<file path="src/rtl/fetch_pkg.sv">
// Shared fetch-stage types and constants: widths, NOP, reset vector, FSM states.
package fetch_pkg;

    localparam int PC_W    = 12;
    localparam int INSTR_W = 32;

    localparam logic [INSTR_W-1:0] NOP       = '0;
    localparam logic [PC_W-1:0]    RESET_VEC = '0;

    typedef enum logic [1:0] {
        ST_BOOT,
        ST_RUN,
        ST_HALT
    } fetch_state_t;

    // Payload carried in the IF/ID slot
    typedef struct packed {
        logic [INSTR_W-1:0] instr;
        logic [PC_W-1:0]    pc;
    } ifid_t;

    // Word-address increment; wraps naturally at the PC width
    function automatic logic [PC_W-1:0] pc_inc(input logic [PC_W-1:0] pc);
        return pc + PC_W'(1);
    endfunction

endpackage

</file>
<file path="src/rtl/instr_fetch_if_id_reg.sv">
// IF/ID pipeline register: flush beats load, load beats hold.
module if_id_reg
    import fetch_pkg::*;
(
    input  logic  clock,
    input  logic  reset,
    input  logic  load,
    input  logic  flush,
    input  ifid_t d,
    output ifid_t q,
    output logic  valid
);

    // Slot update; a flush keeps the old pc but clears instr/valid
    always_ff @(posedge clock) begin
        if (!reset) begin
            q.instr <= NOP;
            q.pc    <= RESET_VEC;
            valid   <= 1'b0;
        end else if (flush) begin
            q.instr <= NOP;
            valid   <= 1'b0;
        end else if (load) begin
            q     <= d;
            valid <= 1'b1;
        end
    end

endmodule

</file>
<file path="src/rtl/instr_fetch.sv">
// Instruction fetch: PC, BOOT/RUN/HALT control and delivered-instruction counter.
// imem is read on the falling edge, so q_imem for address_imem is ready by the
// next rising edge and lands in the IF/ID slot with one cycle of latency.
module instr_fetch
    import fetch_pkg::*;
(
    input  logic               clock,
    input  logic               reset,
    output logic [PC_W-1:0]    address_imem,
    input  logic [INSTR_W-1:0] q_imem,
    input  logic               stall,
    input  logic               redirect,
    input  logic [PC_W-1:0]    redirect_pc,
    input  logic               halt_req,
    output logic               if_valid,
    output logic [INSTR_W-1:0] if_instr,
    output logic [PC_W-1:0]    if_pc,
    output logic [PC_W-1:0]    if_pc_plus1,
    output logic [31:0]        fetch_count
);

    fetch_state_t    state, state_nxt;
    logic [PC_W-1:0] pc, pc_nxt;
    logic            load, flush;
    ifid_t           slot_d, slot_q;

    // State, PC and counter registers
    always_ff @(posedge clock) begin
        if (!reset) begin
            state       <= ST_BOOT;
            pc          <= RESET_VEC;
            fetch_count <= '0;
        end else begin
            state <= state_nxt;
            pc    <= pc_nxt;
            if (load) fetch_count <= fetch_count + 32'd1;
        end
    end

    // Next state, next PC and slot control; priority redirect > halt_req > stall
    always_comb begin
        state_nxt = state;
        pc_nxt    = pc;
        load      = 1'b0;
        flush     = 1'b0;
        case (state)
            ST_BOOT: begin
                state_nxt = ST_RUN;
            end
            ST_RUN: begin
                if (redirect) begin
                    pc_nxt = redirect_pc;
                    flush  = 1'b1;
                end else if (halt_req) begin
                    state_nxt = ST_HALT;
                    flush     = 1'b1;
                end else if (!stall) begin
                    pc_nxt = pc_inc(pc);
                    load   = 1'b1;
                end
            end
            ST_HALT: begin
                if (redirect) begin
                    state_nxt = ST_RUN;
                    pc_nxt    = redirect_pc;
                    flush     = 1'b1;
                end
            end
            default: begin
                state_nxt = ST_BOOT;
                pc_nxt    = RESET_VEC;
            end
        endcase
    end

    assign slot_d.instr = q_imem;
    assign slot_d.pc    = pc;

    if_id_reg u_if_id (
        .clock (clock),
        .reset (reset),
        .load  (load),
        .flush (flush),
        .d     (slot_d),
        .q     (slot_q),
        .valid (if_valid)
    );

    assign address_imem = pc;
    assign if_instr     = slot_q.instr;
    assign if_pc        = slot_q.pc;
    assign if_pc_plus1  = pc_inc(slot_q.pc);

endmodule

</file>
<file path="config.mk">
export PLATFORM = sky130hd
export DESIGN_NAME = instr_fetch
export DESIGN_NICKNAME = d
export VERILOG_FILES = /design/src/rtl/fetch_pkg.sv /design/src/rtl/instr_fetch_if_id_reg.sv /design/src/rtl/instr_fetch.sv
export SDC_FILE = /design/constraint.sdc
export NUM_CORES = 1
export LEC_CHECK = 0
export CORE_UTILIZATION = 33
export DETAILED_ROUTE_END_ITERATION = 7
export GPL_ROUTABILITY_DRIVEN = 1
export GPL_TIMING_DRIVEN = 0
export HOLD_SLACK_MARGIN = 0.02
export PLACE_DENSITY = 0.59
export SETUP_SLACK_MARGIN = 0.05
export SLEW_MARGIN = 20
export SYNTH_ARGS = -nofsm -noshare
export SYNTH_HDL_FRONTEND = slang
export SYNTH_HIERARCHICAL = 1
export SYNTH_SLANG_ARGS = --single-unit
export TNS_END_PERCENT = 1
</file>
<file path="constraint.sdc">
create_clock -name clock -period 2.6 [get_ports clock]
set_input_delay 0.78 -clock clock [delete_from_list [all_inputs] [get_ports clock]]
set_output_delay 0.78 -clock clock [all_outputs]
set_load 0.03 [all_outputs]
</file>
==> impl_metrics.json, run 1 <==
{
  "status": "finished, final reports clean",
  "startpoint_type": "register",
  "layout-drive-gt1-share": 0.0902,
  "path_max_fanout": 6,
  "fill_cells": 1272,
  "fin_crit_sh": 0.952,
  "crit_path_end_kind": "output port",
  "hold_end": "fetch_count[31]",
  "syn_avg_cell_area_um2": 8.93,
  "ys_top_cells_by_area": "dfxtp_1 (41%), mux2i_1 (12%), nand2_1 (5.0%), nor2_1 (4.2%), nand3_1 (2.7%)",
  "regArea_um2": 1830,
  "rsz0062_at_grt": "yes",
  "cts_made_buffers": 9,
  "syn_inst": 498,
  "cts-root-buf": "clkbuf_16",
  "power_uw": 3120,
  "async_reset_ff_frac": 0,
  "powerDensity_nw_per_um2": 481,
  "yosysTopAreaCellShare": 0.409,
  "multi_input_area_um2": 2440,
  "grt_max_degree": 17,
  "postRouteAntennaNets": 0,
  "die_width_um": 118,
  "cts_buffer_depth": 2,
  "track_usage": 0.181,
  "hold_ws_ns": 0.472,
  "h-tree-depth": 3,
  "r2r-end": "address_imem[10]",
  "die_area_um2": 14000,
  "maxCapViolations": 0,
  "diodes": 0,
  "rows": 42,
  "relSlewSlack": 0.544,
  "place_ws_ns": -0.359,
  "drt_iter0_markers": 134,
  "start_util": 0.337,
  "grt_pass1_vias": 4121,
  "grt_antenna_before_repair": 0,
  "min_period_ns": 2.47,
  "r2r_setup_slack_ns": 0.44,
  "clk_latency_ns": 0.33,
  "vias": 4242,
  "die_y_um": 118,
  "synth-main-ff-cell": "dfxtp_1",
  "place_congestion": 0.832,
  "synth_enable_flop_cells": 0,
  "dp.final_hpwl_mm": 9.32,
  "fin_setup_tns_ns": 0,
  "ir_drop_mv": 0.232,
  "first_pass_iters": 5,
  "synth_area_leader_cell": "dfxtp_1",
  "regToRegStartpoint": "state[1]",
  "fp.coreArea_um2": 13200,
  "grt-ovfl-total": 0,
  "synthTopCellsByCount": "dfxtp_1 (91), nand2_1 (59), mux2i_1 (54)",
  "power_leakage_uw": 0.00224,
  "max_freq_ghz": 0.404,
  "hold_path_class": "reg -> reg",
  "via_per_inst": 5.04,
  "grt_pass1_wl_mm": 20.6,
  "cts_tree": "done",
  "finalSetupViolations": 0,
  "nNetsFinal": 716,
  "finClkSkew_ns": 0.00793,
  "hold_start": "fetch_count[31]",
  "ios": 150,
  "tightestPinTransition_ns": 0.682,
  "finalHoldViolations": 0,
  "drc": 0,
  "netlist_area_um2": 4450,
  "synth-seq-cells": 91,
  "routed_wl_mm": 12.4,
  "area_delta_synth_final_pct": 45.7,
  "maxSlewViolCount": 0,
  "worst-setup-path-type": "reg -> out",
  "ys_warn_count": 6,
  "cts.clk_slew.worst_paths_ns": 0.07,
  "ys_seq_area_frac": 0.409,
  "synth_cell_types": 54,
  "synth.most_common_cell": "dfxtp_1",
  "setup_slack_ns": 0.126,
  "arrival_ns": 1.69,
  "wl_per_cell_um": 14.7,
  "reg2regPathDepth": 7,
  "synth_fp_nets": 554,
  "port_buffers": 149,
  "min_path_cells": 2,
  "cp.required_ns": 1.82,
  "clock_sinks": 91
}
-- registers in the layout, indices dropped and copies added, names as in the netlist --
signal	cells
u_if_id/q	44
fetch_count	32
address_imem	12
state	2
u_if_id/valid	1
-- report_power, final --
| group | leakage [uW] | total (uW) | internal [uW] | switching, uW |
|---|---|---|---|---|
| logic | 0.00136 | 382 | 176 | 206 |
| registers | 0.000736 | 1430 | 1410 | 17.2 |
| clock network | 0.000146 | 1310 | 750 | 558 |
| total | 0.00224 | 3120 | 2340 | 781 |
-- how the worst max path moves through the flow --
stage / slack, ns / end / startpoint / cells after the start
2_1_floorplan: 0.11 / if_pc_plus1[10] / u_if_id/q[3] / 4
3_3_place_gp: -0.27 / u_if_id/q[4] / redirect / 7
6_report: 0.13 / if_pc_plus1[9] / u_if_id/q[4] / 5
4_1_cts: 0.03 / fetch_count[18] / halt_req / 6
5_1_grt: -0.01 / if_pc_plus1[9] / u_if_id/q[4] / 5
3_5_place_dp: -0.36 / u_if_id/q[4] / redirect / 7
-- layer usage --
| metal | wire [um] | vias up | global-route usage | part of all wire |
|---|---|---|---|---|
| li1 | - | 2098 | - | - |
| met1 | 5690 | 1974 | 0.241 | 0.46 |
| met2 | 5780 | 161 | 0.299 | 0.47 |
| met3 | 778 | 9 | 0.0368 | 0.063 |
| met4 | 124 | 0 | 0.0401 | 0.010 |
| met5 | 0 | - | 0 | 0 |
-- worst max-delay path, cell delays in order (launching register included) --
cell and delay (ns):
dfxtp_2 0.38, and4_1 0.25, and3_1 0.22, nand2_1 0.08
xnor2_1 0.13, clkdlybuf4s15_2 0.31
-- cells by family (layout without fill, tap and decap cells) --
family | count (synthesis) | count (layout) | synth area share
adder cells (fa/ha/maj) | 7 | 7 | 0.0197
multiplexers | 54 | 54 | 0.121
XOR/XNOR | 22 | 22 | 0.0433
buffers and inverters | 42 | 209 | 0.0467
flip-flops | 91 | 91 | 0.409
AND/OR/NAND/NOR | 216 | 216 | 0.255
AO/OA/AOI/OAI | 66 | 66 | 0.104
-- cell type report --
cell class                      instances  share of cell area
Clock buffer                            9              0.0347
Inverter                               14             0.00811
Timing Repair Buffer                  151               0.229
Sequential cell                        91               0.282
Clock inverter                          7              0.0114
Tap cell                              176              0.0340
Multi-Input combinational cell        365               0.376
Buffer                                 28              0.0241
-- layout by cell type (no fill, tap or decap), types with 6 or more instances in the layout --
cell type / n
clkbuf_1: 6
xor2_1: 13
xnor2_1: 9
clkdlybuf4s50_1: 138
o31ai_1: 12
nand3_1: 24
nor2_1: 50
mux2i_1: 54
buf_4: 7
a21oi_1: 19
or3_1: 6
and4_1: 7
nand2_1: 59
o21ai_0: 9
clkbuf_16: 9
buf_2: 14
inv_1: 14
nand4_1: 13
ha_1: 7
and3_1: 11
dfxtp_1: 87
or4_1: 12
nor4_1: 8
nand2b_1: 10
-- metrics by stage --
step,std cells,instance area [um2],utilization
finish,841,6480,0.491
detailed placement,823,6160,0.467
global route,841,6480,0.491
CTS,839,6460,0.490
global placement,823,6160,0.467
floorplan,498,4450,-
-- timing repair --
| item | CTS | global route |
|---|---|---|
| setup endpoints to repair | 22 | 60 |
| hold buffers | 0 | 0 |
| setup buffers | 0 | 2 |
| resized for setup | 27 | 14 |
| pin swaps | 0 | 2 |
(Power assumes the default switching activity.)
==> run 2, diff against run 1 <==
CORE_MARGIN = 4   (was unset)
==> run 2 against run 1 <==
Compared with the run above:
- clock-buffer cell count unchanged
- maximum frequency increased by 0.18%
- final cell count shrank 0.24%
- wire length up 2.5%
- register-to-register slack about the same
- die area up 10%
- design area down 0.23%
- clock power increased by 3%
- sequential share of layout area barely moved
- clock skew about the same
- sequential power is essentially flat
- non-clock buffer count fell by 2
==> impl_metrics.json, run 2 (synthesized netlist as in run 1, its figures left out) <==
{
  "start_util": 0.336,
  "crit_path_end_kind": "output port",
  "grt_max_degree": 18,
  "status": "finished, final reports clean",
  "clk_latency_ns": 0.35,
  "die_width_um": 124,
  "fp.coreArea_um2": 13200,
  "maxSlewViolCount": 0,
  "fin_crit_sh": 0.950,
  "rsz0062_at_grt": "yes",
  "drt_iter0_markers": 184,
  "top_register": "u_if_id/q",
  "max_stage_delay_ns": 0.66,
  "startpoint_type": "register",
  "ctsHoldBuffers": 0,
  "diodes": 0,
  "cts_tree": "done",
  "r2r_setup_slack_ns": 0.44,
  "nNetsFinal": 714,
  "wl_per_cell_um": 15.1,
  "via_per_inst": 4.98,
  "die_area_um2": 15400,
  "maxCapViolations": 0,
  "first_pass_iters": 4,
  "grt_pass1_vias": 4059,
  "path_delay_family": "buffers and inverters",
  "place_ws_ns": -0.357,
  "track_usage": 0.165,
  "cts.clk_slew.worst_paths_ns": 0.07,
  "max_freq_ghz": 0.405,
  "finalSetupViolations": 0,
  "dp.final_hpwl_mm": 9.72,
  "postRouteAntennaNets": 0,
  "power_uw": 3160,
  "drc": 0,
  "worst-setup-path-type": "reg -> out",
  "h-tree-depth": 3,
  "cp.required_ns": 1.82,
  "path_max_fanout": 5,
  "cts_buffer_depth": 2,
  "cts-root-buf": "clkbuf_16",
  "grt_pass1_wl_mm": 20.2,
  "relSlewSlack": 0.544,
  "rows": 42,
  "fin_setup_tns_ns": 0,
  "vias": 4181,
  "tightestPinTransition_ns": 0.683,
  "hold_path_class": "reg -> reg",
  "final_common_cell": "clkdlybuf4s50_1",
  "layout_common_cells": "clkdlybuf4s50_1 (137), dfxtp_1 (87), nand2_1 (59)",
  "crit_buf_inv": 1,
  "worst_path_max_delay_cell": "clkdlybuf4s50_1",
  "setup_slack_ns": 0.130,
  "finClkSkew_ns": 0.00748,
  "place_congestion": 0.841,
  "largest_reg_flops": 44,
  "finalHoldViolations": 0,
  "grt_antenna_before_repair": 0,
  "power_leakage_uw": 0.00223,
  "die_y_um": 124,
  "layout-drive-gt1-share": 0.0905,
  "powerDensity_nw_per_um2": 488,
  "post_cts.repair.setup_buffers": 0,
  "cts_made_buffers": 9,
  "min_period_ns": 2.47,
  "arrival_ns": 1.69,
  "grt-ovfl-total": 0,
  "fill_cells": 1324,
  "port_buffers": 149,
  "clock_sinks": 91,
  "ios": 150,
  "worstPathCellList": "ha_2, clkdlybuf4s50_1",
  "area_delta_synth_final_pct": 45.4,
  "routed_wl_mm": 12.7,
  "ir_drop_mv": 0.244
}
run 2: cell types whose count changed in the layout (fill, tap and decap cells not counted), sizes merged:
cell and change:
clkdlybuf4s50 -1, dlygate4sd2 +1, clkbuf -2, inv +1, clkinv -1
run 2: per-stage QoR:
stage          area, um2  hold WS [ns]  std cells  utilization
3_3_place_gp        6160         0.455        823        0.465
4_1_cts             6480         0.482        839        0.489
5_1_grt             6470         0.497        839        0.488
2_1_floorplan       4450         0.487        498            -
3_5_place_dp        6160         0.467        823        0.465
6_report            6470         0.473        839        0.488
run 2: metal layers:
metal,part of all wire,wire [um],vias up,global-route usage
li1,-,-,2100,-
met1,0.46,5850,1926,0.217
met2,0.45,5730,139,0.259
met3,0.069,870,16,0.0368
met4,0.018,223,0,0.0712
met5,0,0,-,0
run 2: layout make-up:
cell class / count / area, um2 / share of cell area
well taps: 176 / 220 / 0.0340
clock inverters: 7 / 81.3 / 0.0126
clock buffers: 9 / 225 / 0.0348
multi-input cells: 365 / 2430 / 0.376
flip-flops and latches: 91 / 1830 / 0.282
plain buffers: 28 / 156 / 0.0242
repair buffers: 149 / 1470 / 0.228
inverters: 14 / 52.6 / 0.00813
run 2: repair_timing:
action	CTS	global route
resized for setup	31	13
pin swaps	1	1
setup endpoints to repair	21	8
run 2: final timing paths:
kind,start,end,cells past startpoint
max,u_if_id/q[0],if_pc_plus1[1],2
min,fetch_count[31],fetch_count[31],2
max reg2reg,state[1],address_imem[10],7
min reg2reg,fetch_count[31],fetch_count[31],2
run 2: worst register-to-register path, stage by stage, from the launching register on:
cell and delay [ns]:
dfxtp_1 0.34, inv_1 0.09, ha_1 0.16, buf_2 0.19, nor2b_1 0.43, a211o_1 0.39
nor2_1 0.13, a221o_1 0.33
run 2: report_power, final:
| part | switching, uW | leakage (uW) | internal [uW] | total, uW |
|---|---|---|---|---|
| clock network | 590 | 0.000147 | 758 | 1350 |
| registers | 17.4 | 0.000736 | 1410 | 1430 |
| logic | 205 | 0.00135 | 175 | 380 |
